$ cat config.mk
export PLATFORM = sky130hd
export DESIGN_NAME = serial_receiver
export DESIGN_NICKNAME = d
export VERILOG_FILES = /design/src/rtl/serial_receiver.sv
export SDC_FILE = /design/constraint.sdc
export NUM_CORES = 1
export LEC_CHECK = 0
export ABC_CLOCK_PERIOD_IN_PS = 4000
export BUFFER_PORTS_ARGS = -buffer_cell sky130_fd_sc_hd__buf_2
export CAP_MARGIN = 20
export CELL_PAD_IN_SITES_DETAIL_PLACEMENT = 2
export CELL_PAD_IN_SITES_GLOBAL_PLACEMENT = 2
export CORE_MARGIN = 4
export CORE_UTILIZATION = 25
export CTS_CLUSTER_SIZE = 24
export DETAILED_ROUTE_END_ITERATION = 8
export PLACE_DENSITY = 0.65
export SLEW_MARGIN = 15
export SYNTH_ARGS = -nofsm -noshare
export SYNTH_HDL_FRONTEND = slang
export SYNTH_SLANG_ARGS = --single-unit
$ cat constraint.sdc
create_clock -name Clk -period 4 [get_ports Clk]
set_input_delay 1.2 -clock Clk [delete_from_list [all_inputs] [get_ports Clk]]
set_output_delay 1.2 -clock Clk [all_outputs]
set_load 0.03 [all_outputs]
$ cat src/rtl/serial_receiver.sv
`default_nettype none
// ============================================================================
// serial_receiver
// Reassembles MSB-first SIZE-bit chunks into a DinLENGTH-bit word, with
// done pulse, busy and sticky overrun status.
// Revision: 1.0
// ============================================================================
module serial_receiver #(
    parameter int DinLENGTH = 32,
    parameter int SIZE      = 4
) (
    input  logic                 Clk,
    input  logic                 Reset,
    input  logic [SIZE-1:0]      DataIn,
    input  logic                 DataValid,
    input  logic                 StartRx,
    input  logic                 Abort,
    output logic                 RxBusy,
    output logic                 RxDone,
    output logic                 Overrun,
    output logic [DinLENGTH-1:0] DataOut
);

    localparam int NCHUNK = DinLENGTH / SIZE;
    localparam int CW     = $clog2(NCHUNK) + 1;

    typedef enum logic [1:0] {
        IDLE = 2'd0,
        RECV = 2'd1,
        DONE = 2'd2
    } state_t;

    state_t                 state;
    state_t                 state_next;
    logic [CW-1:0]          count;
    logic [CW-1:0]          count_next;
    logic [DinLENGTH-1:0]   shift;
    logic [DinLENGTH-1:0]   shift_next;
    logic [DinLENGTH-1:0]   shifted;
    logic [DinLENGTH-1:0]   data_out_next;
    logic                   overrun_next;
    logic                   last_chunk;
    logic                   can_start;

    // Truncating the concatenation drops the oldest chunk off the top.
    assign shifted    = DinLENGTH'({shift, DataIn});
    assign last_chunk = (count == CW'(NCHUNK - 1));
    assign can_start  = (state != RECV);

    always_comb begin
        state_next    = state;
        count_next    = count;
        shift_next    = shift;
        data_out_next = DataOut;
        overrun_next  = Overrun;

        case (state)
            IDLE, DONE: begin
                if (StartRx) begin
                    state_next = RECV;
                    count_next = '0;
                    shift_next = '0;
                end else begin
                    state_next = IDLE;
                end
            end
            RECV: begin
                if (Abort) begin
                    state_next = IDLE;
                end else if (DataValid) begin
                    shift_next = shifted;
                    count_next = count + CW'(1);
                    if (last_chunk) begin
                        state_next    = DONE;
                        data_out_next = shifted;
                    end
                end
            end
            default: state_next = IDLE;
        endcase

        // A dropped chunk outranks the clear from a simultaneous StartRx.
        if (can_start && DataValid) begin
            overrun_next = 1'b1;
        end else if (can_start && StartRx) begin
            overrun_next = 1'b0;
        end
    end

    always_ff @(posedge Clk) begin
        if (Reset) begin
            state   <= IDLE;
            count   <= '0;
            shift   <= '0;
            DataOut <= '0;
            Overrun <= 1'b0;
        end else begin
            state   <= state_next;
            count   <= count_next;
            shift   <= shift_next;
            DataOut <= data_out_next;
            Overrun <= overrun_next;
        end
    end

    assign RxBusy = (state == RECV);
    assign RxDone = (state == DONE);

endmodule
`default_nettype wire
==> impl_summary.md <==
Status
The flow ran to the end, and the final reports show no timing, DRC or antenna violations.

Pwr
The power density normalized to cell area is 420.3 nW/um^2. The switching share of power is 0.2369. IR analysis of the VDD net gives a maximum drop of 0.2211 mV. The leakage dissipation is 1.131 nW. The share of total power dissipated in sequential elements is 0.486. The internal cell power is 0.001052 W.

Of the total power, the clock network draws 0.464. The power consumption is 0.001379 W. The total net switching power is 0.0003266 W.

The combinational share of power is 0.050.

CTS
The depth of the CTS H-tree is 3. After clock tree synthesis, the clock-pin slew on the worst setup and hold paths is 0.08 ns. The number of clock buffers added by TritonCTS is 9.

The post-CTS repair timing setup buffer count is 0. The root buffer cell is clkbuf_8. The insertion delay to the later sink of the worst-skew pair is 0.35 ns. The clock passes through at most 2 buffers. The clock net in this run drives a total of 67 sinks. The number of gates resized after CTS was 0. The count of hold buffers inserted by post-cts repair is 0. The CTS tree is yes.

Floorplan
The horizontal die dimension is 113.0 um. In this run the standard cell core region covers 10,840 sq um. For this configuration, the core starts out at a cell density of 0.2544. From bottom edge to top edge, the die measures 113.0 um. The die area is 12,770 sq um. The number of top-level pins is 44. After floorplanning, the core was divided into 38 placement rows.

Final layout
After filler insertion, the fill cell instance count of the layout stands at 1,249. The finished layout holds 491 standard cells, fillers aside. The repair_antennas step left the layout with diodes totalling 0. The library cell used most frequently in the layout, excluding fill and tap cells, is dfxtp_1. The final layout net count is 356. Compared with the post-synthesis result, the final layout area differs by 18.97%.

Of the cells placed in the final design, the portion with a size suffix greater than 1 is 0.1994. The library cells used most frequently in the layout, excluding fill and tap cells, are dfxtp_1 (67), a21oi_1 (65), nand3_1 (63), buf_2 (43), nand4b_1 (30).

Placement
Summed over all nets, the half-perimeter wirelength after detailed placement is 5262 um. The final RePlAce weighted congestion is 0.7192. The number of buffer cells added on primary ports is 43.

The placed cell count is 474.

Worst setup path
The element type at the critical path start is a flop. The most critical setup path has its startpoint at state[1]$_SDFFE_PP0P_. In this design, the stage delay of the slowest critical-path cell is 0.70 ns. The endpoint class of the critical path is a primary output. The worst register-to-register path begins at state[0]$_SDFFE_PP0P_. The slowest cell on the critical path is dfxtp_1. Along the worst path, the maximum fanout reaches 18. The arrival time at the worst endpoint is 1.47 ns.

The worst setup path category is flop to primary output. Traced cell by cell, the critical path runs through nor2b_1 > buf_2. STA puts the critical path data required time at 2.80 ns.

Timing
The final clock period utilization by the worst path is 0.6683. The count of final max-slew check failures is 0. The clock tree skew after final layout is 0.01267 ns.

Setup violations remaining at the end of the flow were counted as 0. The number of hold violations in the final report is 0. The worst path needs 2.673 ns of the cycle, external delays included. Setup repair after global routing left no endpoint under its margin.

The maximum clock rate is 0.3741 GHz. The actual transition at the worst max-transition pin is 0.6166 ns. The worst slew slack as a fraction of its limit is 0.5885. For the final routed database, the setup TNS stands at 0 ns.

Yosys
The number of warnings reported in the yosys synthesis log is 0. Of the synthesized area, sequential elements account for 0.4864. The synthesized net count is 328.

The summed instance area of the synthesized netlist is 2758 sq um. The flip-flop and latch count after synthesis is 67. The mean post-synth cell area is 8.672 sq um. The gate count of the mapped netlist is 318. The number of unique standard cell types used by synthesis is 27.

Detailed routing
The post-detailed-route DRC marker count is 0. Summed over all layers, the routed wires come to 8505 um. The detail route stage leaves a number of antenna-violating nets equal to 0. The detail-routed net length per standard cell is 17.32 um. The first routing iteration left 194 violations. The total iterations of the first detailed-routing run is 4. The via count normalized by instance count is 5.128. The total number of vias is 2,518.

GRT
The number of antenna violations at the first check in global routing came to 0. The first global-routing pass estimated 14,050 um of wire. The maximum number of pins on one net before global-route repair is 45. The via count of the first global-routing pass was 2,677. For this run, the total global-route usage over all layers was measured as 0.1371.

The total overflow reported by the global router is 0.

Hold path
The critical hold path startpoint is shift[24]$_SDFFE_PP0P_. The type of the tightest min-delay check is flop to flop.

Run
The number of max-cap violations is 0.
[sequential cells by signal (all words and copies together) (netlist names)]
register  flops
DataOut      32
Overrun       1
count         4
shift        28
state         2
[layer usage]
layer | global-route usage | up-vias | wire length (um)
met1 | 0.1700 | 1247 | 4134
met4 | 0.04327 | 0 | 99
met3 | 0.02888 | 11 | 260
li1 | - | 1224 | -
met5 | 0 | - | 0
met2 | 0.2378 | 36 | 4011
[Yosys cell counts]
| cell | n | area (sq um) |
|---|---|---|
| dfxtp_1 | 67 | 1341 |
| a21oi_1 | 65 | 325.3 |
| nand3_1 | 63 | 315.3 |
| nand4b_1 | 30 | 262.8 |
| o21ai_1 | 29 | 145.1 |
| clkbuf_1 | 19 | 71.32 |
| buf_2 | 14 | 70.07 |
| nand2_1 | 4 | 15.01 |
| o21ai_0 | 4 | 20.02 |
| buf_6 | 3 | 33.78 |
| nand2b_1 | 3 | 18.77 |
| nor2b_1 | 2 | 12.51 |
| a311oi_1 | 1 | 8.760 |
| a31oi_1 | 1 | 6.260 |
| a32oi_1 | 1 | 8.760 |
| and3b_1 | 1 | 8.760 |
| and4b_1 | 1 | 10.01 |
| and4bb_1 | 1 | 12.51 |
| buf_1 | 1 | 3.750 |
| buf_4 | 1 | 7.510 |
| ha_1 | 1 | 12.51 |
| inv_1 | 1 | 3.750 |
| nand4bb_1 | 1 | 11.26 |
| nor3_1 | 1 | 5.000 |
| nor3b_2 | 1 | 12.51 |
| or3_1 | 1 | 6.260 |
| or3b_1 | 1 | 8.760 |
[per-stage QoR]
step / cell area, sq um / hold WS (ns) / setup slack, ns / utilization
floorplan: 2758 / 0.4438 / 1.697 / -
global placement: 3050 / 0.4574 / 1.326 / 0.2814
detailed placement: 3050 / 0.4711 / 1.251 / 0.2814
CTS: 3269 / 0.4820 / 1.278 / 0.3016
global route: 3281 / 0.5058 / 1.214 / 0.3026
finish: 3281 / 0.4805 / 1.327 / 0.3026
[critical path, delay by kind of cell (launching register included)]
kind / cells / cell delay [ns]
flops: 1 / 0.70
simple gates: 1 / 0.22
buf+inv: 1 / 0.21
[kinds of logic (layout without fill, tap and decap cells)]
| group | after synthesis | in the layout | synth area share |
|---|---|---|---|
| buffers and inverters | 39 | 72 | 0.06896 |
| adders and majority gates | 1 | 1 | 0.004536 |
| AOI/OAI and AO/OA | 101 | 101 | 0.1865 |
| DFF | 67 | 67 | 0.4864 |
| and+or+nand+nor | 110 | 110 | 0.2536 |
[power groups by stage]
stage                     clock network [W]  registers, W  logic [W]
after detailed placement                  0      0.000685  0.0000683
final                              0.000640      0.000670  0.0000695
after floorplan                           0      0.000686  0.0000456
after CTS                          0.000663      0.000670  0.0000683
after global placement                    0      0.000685  0.0000678
after global routing               0.000687      0.000670  0.0000768
[path summary, 6_finish.rpt]
| check | to | slack, ns | cells after the start |
|---|---|---|---|
| worst max-delay path | RxDone | 1.33 | 2 |
| worst min-delay path | shift[24]$_SDFFE_PP0P_ | 0.48 | 2 |
| worst max register to register | DataOut[19]$_SDFFE_PP0P_ | 1.93 | 5 |
| worst min register to register | shift[24]$_SDFFE_PP0P_ | 0.48 | 2 |
[cell type report]
cell class                 instances  area (sq um)  area share
tap                              140         175.2     0.05339
clock buffer                      12         145.1     0.04424
clock inverter                     4         73.82     0.02250
multi-input combinational        212          1232      0.3757
timing repair buffer              55         309.0     0.09420
sequential                        67          1341      0.4088
inverter                           1         3.754    0.001144
Note: power is estimated with default switching activity, not from simulation.
